==> src/rtl/servo_ramp_scheduler.sv <==
// Frame-synchronous duty ramp scheduler: steps each channel's duty toward its
// target once per PWM frame and emits per-channel latch pulses at frame end.
`timescale 1ns/1ps
module servo_ramp_scheduler #(
    parameter int NCH    = 4,
    parameter int DUTY_W = 8,
    parameter int STEP_W = 4
) (
    input  logic                     clock,
    input  logic                     reset,
    input  logic                     frame_tick,
    input  logic                     wr_en,
    input  logic [$clog2(NCH)-1:0]   wr_ch,
    input  logic [DUTY_W-1:0]        wr_target,
    input  logic [STEP_W-1:0]        wr_step,
    output logic [NCH*DUTY_W-1:0]    duty_out,
    output logic [NCH-1:0]           latch_out,
    output logic [NCH-1:0]           at_target,
    output logic                     busy,
    output logic                     overrun
);
    localparam int CH_W  = $clog2(NCH);
    localparam int EXT_W = DUTY_W + 1;
    localparam logic [CH_W-1:0] LAST_CH = CH_W'(NCH - 1);
    localparam logic [CH_W-1:0] ONE_CH  = CH_W'(1);
    localparam logic [NCH-1:0]  ONE_MASK = {{(NCH-1){1'b0}}, 1'b1};

    typedef enum logic [1:0] {
        ST_IDLE  = 2'd0,
        ST_SCAN  = 2'd1,
        ST_LATCH = 2'd2
    } state_t;

    state_t            state_r, state_s;
    logic [CH_W-1:0]   ch_idx_r, ch_idx_s;
    logic [DUTY_W-1:0] target_r  [NCH];
    logic [STEP_W-1:0] step_r    [NCH];
    logic [DUTY_W-1:0] current_r [NCH];
    logic [NCH-1:0]    changed_r, changed_s;
    logic [NCH-1:0]    latch_r, latch_s;
    logic [NCH-1:0]    at_target_r;
    logic              busy_r;
    logic              overrun_r;
    logic              scan_s;
    logic [DUTY_W-1:0] ramp_s;

    // Extended-width arithmetic keeps current+step and target+step from wrapping.
    function automatic logic [DUTY_W-1:0] ramp_next(
        input logic [DUTY_W-1:0] cur,
        input logic [DUTY_W-1:0] tgt,
        input logic [STEP_W-1:0] stp
    );
        logic [EXT_W-1:0]  cur_e;
        logic [EXT_W-1:0]  tgt_e;
        logic [EXT_W-1:0]  stp_e;
        logic [EXT_W-1:0]  sum_e;
        logic [EXT_W-1:0]  dif_e;
        logic [DUTY_W-1:0] res;
        cur_e = {1'b0, cur};
        tgt_e = {1'b0, tgt};
        stp_e = {{(EXT_W-STEP_W){1'b0}}, stp};
        sum_e = cur_e + stp_e;
        dif_e = cur_e - stp_e;
        if (stp == {STEP_W{1'b0}}) begin
            res = tgt;
        end else if (cur_e < tgt_e) begin
            res = (sum_e >= tgt_e) ? tgt : sum_e[DUTY_W-1:0];
        end else if (cur_e > tgt_e) begin
            res = (cur_e <= (tgt_e + stp_e)) ? tgt : dif_e[DUTY_W-1:0];
        end else begin
            res = cur;
        end
        return res;
    endfunction

    // Next-state, scan index, changed-mask and latch pulse decode.
    always_comb begin
        state_s   = state_r;
        ch_idx_s  = ch_idx_r;
        changed_s = changed_r;
        latch_s   = {NCH{1'b0}};
        scan_s    = 1'b0;
        ramp_s    = ramp_next(current_r[ch_idx_r], target_r[ch_idx_r], step_r[ch_idx_r]);
        case (state_r)
            ST_IDLE: begin
                if (frame_tick) begin
                    state_s  = ST_SCAN;
                    ch_idx_s = {CH_W{1'b0}};
                end else begin
                    state_s  = ST_IDLE;
                end
            end
            ST_SCAN: begin
                scan_s = 1'b1;
                if (ramp_s != current_r[ch_idx_r]) begin
                    changed_s = changed_r | (ONE_MASK << ch_idx_r);
                end else begin
                    changed_s = changed_r;
                end
                if (ch_idx_r == LAST_CH) begin
                    state_s  = ST_LATCH;
                    ch_idx_s = {CH_W{1'b0}};
                    latch_s  = changed_s;
                end else begin
                    ch_idx_s = ch_idx_r + ONE_CH;
                end
            end
            ST_LATCH: begin
                state_s   = ST_IDLE;
                changed_s = {NCH{1'b0}};
            end
            default: begin
                state_s   = ST_IDLE;
                ch_idx_s  = {CH_W{1'b0}};
                changed_s = {NCH{1'b0}};
            end
        endcase
    end

    // Control state, status flags and latch pulse registers.
    always_ff @(posedge clock) begin
        if (reset) begin
            state_r   <= ST_IDLE;
            ch_idx_r  <= {CH_W{1'b0}};
            changed_r <= {NCH{1'b0}};
            latch_r   <= {NCH{1'b0}};
            busy_r    <= 1'b0;
            overrun_r <= 1'b0;
        end else begin
            state_r   <= state_s;
            ch_idx_r  <= ch_idx_s;
            changed_r <= changed_s;
            latch_r   <= latch_s;
            busy_r    <= (state_s != ST_IDLE);
            overrun_r <= overrun_r | (frame_tick & (state_r != ST_IDLE));
        end
    end

    // Per-channel configuration, duty ramp and at-target flags.
    always_ff @(posedge clock) begin
        if (reset) begin
            for (int i = 0; i < NCH; i++) begin
                target_r[i]  <= {DUTY_W{1'b0}};
                step_r[i]    <= {STEP_W{1'b0}};
                current_r[i] <= {DUTY_W{1'b0}};
            end
            at_target_r <= {NCH{1'b1}};
        end else begin
            if (wr_en) begin
                target_r[wr_ch] <= wr_target;
                step_r[wr_ch]   <= wr_step;
            end
            // The scan reads the registered target/step, so a same-cycle write waits a frame.
            if (scan_s) begin
                current_r[ch_idx_r] <= ramp_s;
            end
            for (int i = 0; i < NCH; i++) begin
                at_target_r[i] <= (current_r[i] == target_r[i]);
            end
        end
    end

    for (genvar g = 0; g < NCH; g++) begin : g_duty
        assign duty_out[DUTY_W*g +: DUTY_W] = current_r[g];
    end

    assign latch_out = latch_r;
    assign at_target = at_target_r;
    assign busy      = busy_r;
    assign overrun   = overrun_r;

endmodule

==> config.mk <==
export PLATFORM = sky130hd
export DESIGN_NAME = servo_ramp_scheduler
export DESIGN_NICKNAME = d
export VERILOG_FILES = /design/src/rtl/servo_ramp_scheduler.sv
export SDC_FILE = /design/constraint.sdc
export NUM_CORES = 1
export LEC_CHECK = 0
export CAP_MARGIN = 20
export CORE_ASPECT_RATIO = 0.8
export CORE_UTILIZATION = 50
export DETAILED_ROUTE_END_ITERATION = 6
export DONT_BUFFER_PORTS = 1
export GPL_TIMING_DRIVEN = 0
export SYNTH_ARGS = -nofsm -noshare
export SYNTH_HDL_FRONTEND = slang
export SYNTH_SLANG_ARGS = --single-unit
==> constraint.sdc <==
create_clock -name clock -period 7.5 [get_ports clock]
set_input_delay 0.75 -clock clock [delete_from_list [all_inputs] [get_ports clock]]
set_output_delay 0.75 -clock clock [all_outputs]
set_load 0.05 [all_outputs]
======== Word-level counts from Yosys, hierarchy flattened ========
Memory sizes are Yosys's and may differ from the RTL's. A register that Yosys moved wholly into a read port is not among the register bits.
Index checks and enable logic that the tools add are counted.
storage, ports and cells
  memory bits (writable) .................. 80
  memories ................................ 3
  logic and storage cells ................. 80
  flip-flop bits (word level) ............. 18
  output and inout port bits .............. 42
operators by class
  magnitude comparators ................... 4
  bitwise logic cells ..................... 6
  reductions and logical operators ........ 9
  eq/ne operators ......................... 9
  add/sub/neg operators ................... 4
  shift operators ......................... 1
  muxes and demuxes ....................... 37
memories
  name       depth  bits a word  rd ports  clocked after memory_dff  write ports  RTL line  text
  current_r  4      8            5         1                         4            38        logic [DUTY_W-1:0] current_r [NCH];
  target_r   4      8            5         1                         4            36        logic [DUTY_W-1:0] target_r [NCH];
  step_r     4      4            1         1                         4            37        logic [STEP_W-1:0] step_r [NCH];
operator list
  cell                                              count
  2-to-1 mux 8 bit                                  7
  equality test 8 bit                               4
  2-to-1 mux 2 bit                                  12
  adder 8 x 4 -> 9 bit                              2
  OR reduction 8 bit                                2
  2-to-1 mux 1 bit                                  13
  greater-or-equal comparator 9 x 8 -> 1 bit        1
  <= comparator 8 x 9 -> 1 bit                      1
  greater-than comparator 8 bit                     1
  less-than comparator 8 bit                        1
  2-to-1 mux 4 bit                                  2
  inequality test 8 bit                             1
  case mux 4 bit (2 select lines)                   1
  subtractor 8 x 4 -> 8 bit                         1
  case mux 2 bit (3 select lines)                   1
  equality test 2 bit (second input constant)       2
  logical NOT 4 bit                                 1
  OR 4 bit                                          1
  case mux 2 bit (2 select lines)                   1
  nonzero test 2 bit                                2
  OR reduction 4 bit                                1
  << shifter 1 x 2 -> 4 bit (first input constant)  1
  inverter 1 bit                                    3
  OR reduction 3 bit                                1
  7 further kinds                                   7

======== Logic depth before layout (Yosys ltp) ========
  depth after elaboration ................. 9
  gate-level depth with buffers ........... 23
  mapped depth without buffers ............ 20

======== Least setup slack after synthesis ========
No wires, ideal clock.
  kind .................................... register -> register
  from .................................... reg with a tool-made name
  to ...................................... reg latch_r[3], in the netlist latch_out[3]
  arrival ................................. 5.284 ns
  slack ................................... 2.050 ns
  data required time ...................... 7.334 ns
  library setup time ...................... 0.166 ns
  clock period less this slack ............ 5.450 ns
  stages on the path, launching flop included .. 21
  path buffers ............................ 2
  cells stage by stage .................... dfxtp_1 buf_2 buf_2 mux2_2 o21ai_0 inv_1 fa_1 a21o_1 a21oi_1 nor2_1 xnor2_1 ha_1 a22oi_1 o211ai_1 o221ai_1 nor2_1 a22o_1 a211o_1 mux2i_1 nor4_1 a311oi_1
RTL lines
  what                    RTL line  text
  end signal: assignment  126       latch_r <= {NCH{1'b0}};
  end signal: assignment  133       latch_r <= latch_s;
  end: declaration        40        logic [NCH-1:0] latch_r, latch_s;

==> out/metrics.cfg <==
[timing]
setup_violations=0
fin_tns_setup_ns=0
drv_slew=0
final-hold-violation-count=0
tightest_slew_ns=0.925
fin_crit_ns=6.91
fin_skew_ns=0.0105
period_share=0.921
timing.hold.ws_ns=0.511
fmax_ghz=0.145
slew_headroom=0.378
rsz0062_at_grt=no

[logic_synthesis]
yosysWarnings=0
syn_area_um2=6470
synth_xor_area_frac=0.0623
yosysSeqAreaShare=0.433
synth_top_family_by_area=simple AND/OR/NAND/NOR gates
synth-simple-area-share=0.172
synth.largest_area_cell=edfxtp_1
synth_area_leaders=edfxtp_1 37%, ha_1 7.7%, dfxtp_1 6.2%, and2_1 4.9%, mux4_2 4.5%
synth_compound_area_frac=0.135
synth.top_cell.area_share=0.371
synth_edf_count=80
async_flop_share=0
synth_cell_types=68
synthAdderAreaFrac=0.0866
syn_area_per_cell_um2=10.9
synthMuxAreaShare=0.0808
postSynthCellCount=593
synth_ff_type=edfxtp_1
synth_nets=654
ys_ff_latch=100

[pwr]
power_density_nw_per_um2=275
p_leak_nw=2.67
max-vdd-ir-drop_uv=189
power_mw=1.93

[die]
coreArea_um2=12400
initial_core_util=0.522
die_area_um2=13400
rows=36
die_w_um=129
dieHeight_um=104
num_io_pins=60

[placement]
place_hpwl_um=14900
port_buffers=0
gp_congestion=0.914

[critical_path]
end_kind=flop
criticalPathCategory=reg -> reg
cp.required_ns=7.69
cp_max_fo=10
regToRegSetupSlack_ns=0.59
cp.arrival_ns=7.10
cp-start-kind=flop

[clock_network]
clock-root-buffer=clkbuf_16
clk_pin_slew_ns=0.07
cts_buffers=9
cts_post_setup_buffers_inserted=0
htreeDepth=3
cts_tree=done
cts_sinks=100
max-clock-path-buffers=2
clk_latency_ns=0.35

[routing]
drt_wl_total_um=19100
drt_iter0_drc=437
dr.pass1.iters=5
drcViolationCount=0
routed-via-count=4872
ant_nets=0
wl_per_cell_um=24.4
viasPerCell=6.24

[global_routing]
grt_overflow=0
track_usage=0.301
grt_max_degree=17
first_global_vias=4818
grt_pass1_wl_um=29000
antenna_found_initial=0

[run_status]
outcome=completed

[finish]
diodes=0
n_fill_cell=1083
fin_nets=666
layout_common_cells=80 x edfxtp_1, 59 x nor2_1, 51 x and2_1
final_common_cell=edfxtp_1
final_layout_size_suffix_gt1_frac=0.0967
area_growth_pct=8.35

[run]
maxCapViolCount=0

[min_path]
hold_class=in -> reg

==> synth_stat cells, types with 5 or more instances <==
| library cell | instances |
|---|---|
| a21o_1 | 5 |
| a21oi_1 | 26 |
| a22oi_1 | 6 |
| a31oi_1 | 12 |
| and2_1 | 51 |
| clkbuf_1 | 13 |
| dfxtp_1 | 20 |
| edfxtp_1 | 80 |
| ha_1 | 40 |
| inv_1 | 23 |
| mux2i_1 | 5 |
| mux4_1 | 6 |
| mux4_2 | 13 |
| nand2_1 | 24 |
| nand2b_1 | 8 |
| nand4_1 | 9 |
| nor2_1 | 59 |
| nor2b_1 | 8 |
| nor3_1 | 11 |
| nor4_1 | 6 |
| o211ai_1 | 6 |
| o21ai_0 | 22 |
| or2_2 | 8 |
| or3_1 | 5 |
| xnor2_1 | 21 |
| xor2_1 | 25 |
==> flip-flops by register name, summed over array words and instances, names as in the netlist, named ones only <==
| name | count |
|---|---|
| at_target | 4 |
| busy | 1 |
| ch_idx_r | 2 |
| changed_r | 4 |
| current_r | 32 |
| latch_out | 4 |
| overrun | 1 |
| state_r | 2 |
| step_r | 16 |
| target_r | 32 |
==> metrics by stage <==
| stage | instance area [µm²] | cells | utilization | setup WS [ns] |
|---|---|---|---|---|
| 2_1_floorplan | 6470 | 593 | - | 2.05 |
| 3_3_place_gp | 6680 | 764 | 0.540 | 0.260 |
| 3_5_place_dp | 6690 | 765 | 0.540 | 0.445 |
| 4_1_cts | 7000 | 781 | 0.565 | 0.428 |
| 5_1_grt | 7010 | 781 | 0.566 | 0.288 |
| 6_report | 7010 | 781 | 0.566 | 0.591 |
==> layout make-up <==
| class | count | area [µm²] | area share |
|---|---|---|---|
| inverter | 24 | 90.1 | 0.0129 |
| timing repair buffer | 1 | 5.00 | 0.000714 |
| sequential | 100 | 2800 | 0.400 |
| buffer | 20 | 105 | 0.0150 |
| multi-input combinational | 449 | 3480 | 0.496 |
| tap | 171 | 214 | 0.0305 |
| clock inverter | 3 | 22.5 | 0.00321 |
| clock buffer | 13 | 293 | 0.0418 |
==> report_power, final <==
part | switching [mW] | internal [mW] | leakage, nW | total, mW
sequential | 0.0924 | 0.643 | 0.963 | 0.736
clock | 0.205 | 0.276 | 0.156 | 0.481
combinational | 0.451 | 0.262 | 1.55 | 0.713
total | 0.749 | 1.18 | 2.67 | 1.93
==> critical path, stage by stage, from the launching register on <==
cell and delay (ns):
dfxtp_1 0.39, buf_2 0.32, buf_2 0.35, mux2_2 0.37
o21ai_0 0.57, inv_1 0.35, fa_1 0.50, a21o_1 0.20
a21oi_1 0.31, nor2_1 0.09, xnor2_1 0.14, ha_1 0.32
a22oi_1 0.21, o211ai_1 0.14, o221ai_2 0.48, or2_2 0.20
clkbuf_1 0.25, a31oi_1 0.14, nand4_1 0.13, or4b_4 0.50
a2111oi_4 0.59, a311oi_1 0.18
==> cells by family after synthesis <==
logic type | count (synthesis)
muxes | 26
AOI/OAI and AO/OA | 126
buffers and inverters | 44
DFF | 100
adders and majority gates | 43
and+or+nand+nor | 208
xor gates and xnor gates | 46
==> timing repair <==
item,in CTS,in global routing
hold endpoints to repair,0,0
resized for setup,0,1
hold buffers,0,0
setup endpoints to repair,0,2
==> routing by layer <==
layer | vias to the layer above | part of all wire | GRT usage
li1 | 2244 | - | -
met2 | 198 | 0.43 | 0.438
met5 | - | 0 | 0
met3 | 14 | 0.11 | 0.117
met1 | 2416 | 0.45 | 0.424
met4 | 0 | 0.011 | 0.0597
==> worst paths after layout <==
path,startpoint,cells after the start,end
hold / removal,frame_tick,1,busy
setup reg to reg,flop,21,latch_out[3]
hold reg to reg,state_r[1],1,state_r[0]
setup / recovery,flop,21,latch_out[3]
Note: power is estimated with default switching activity, not from simulation.
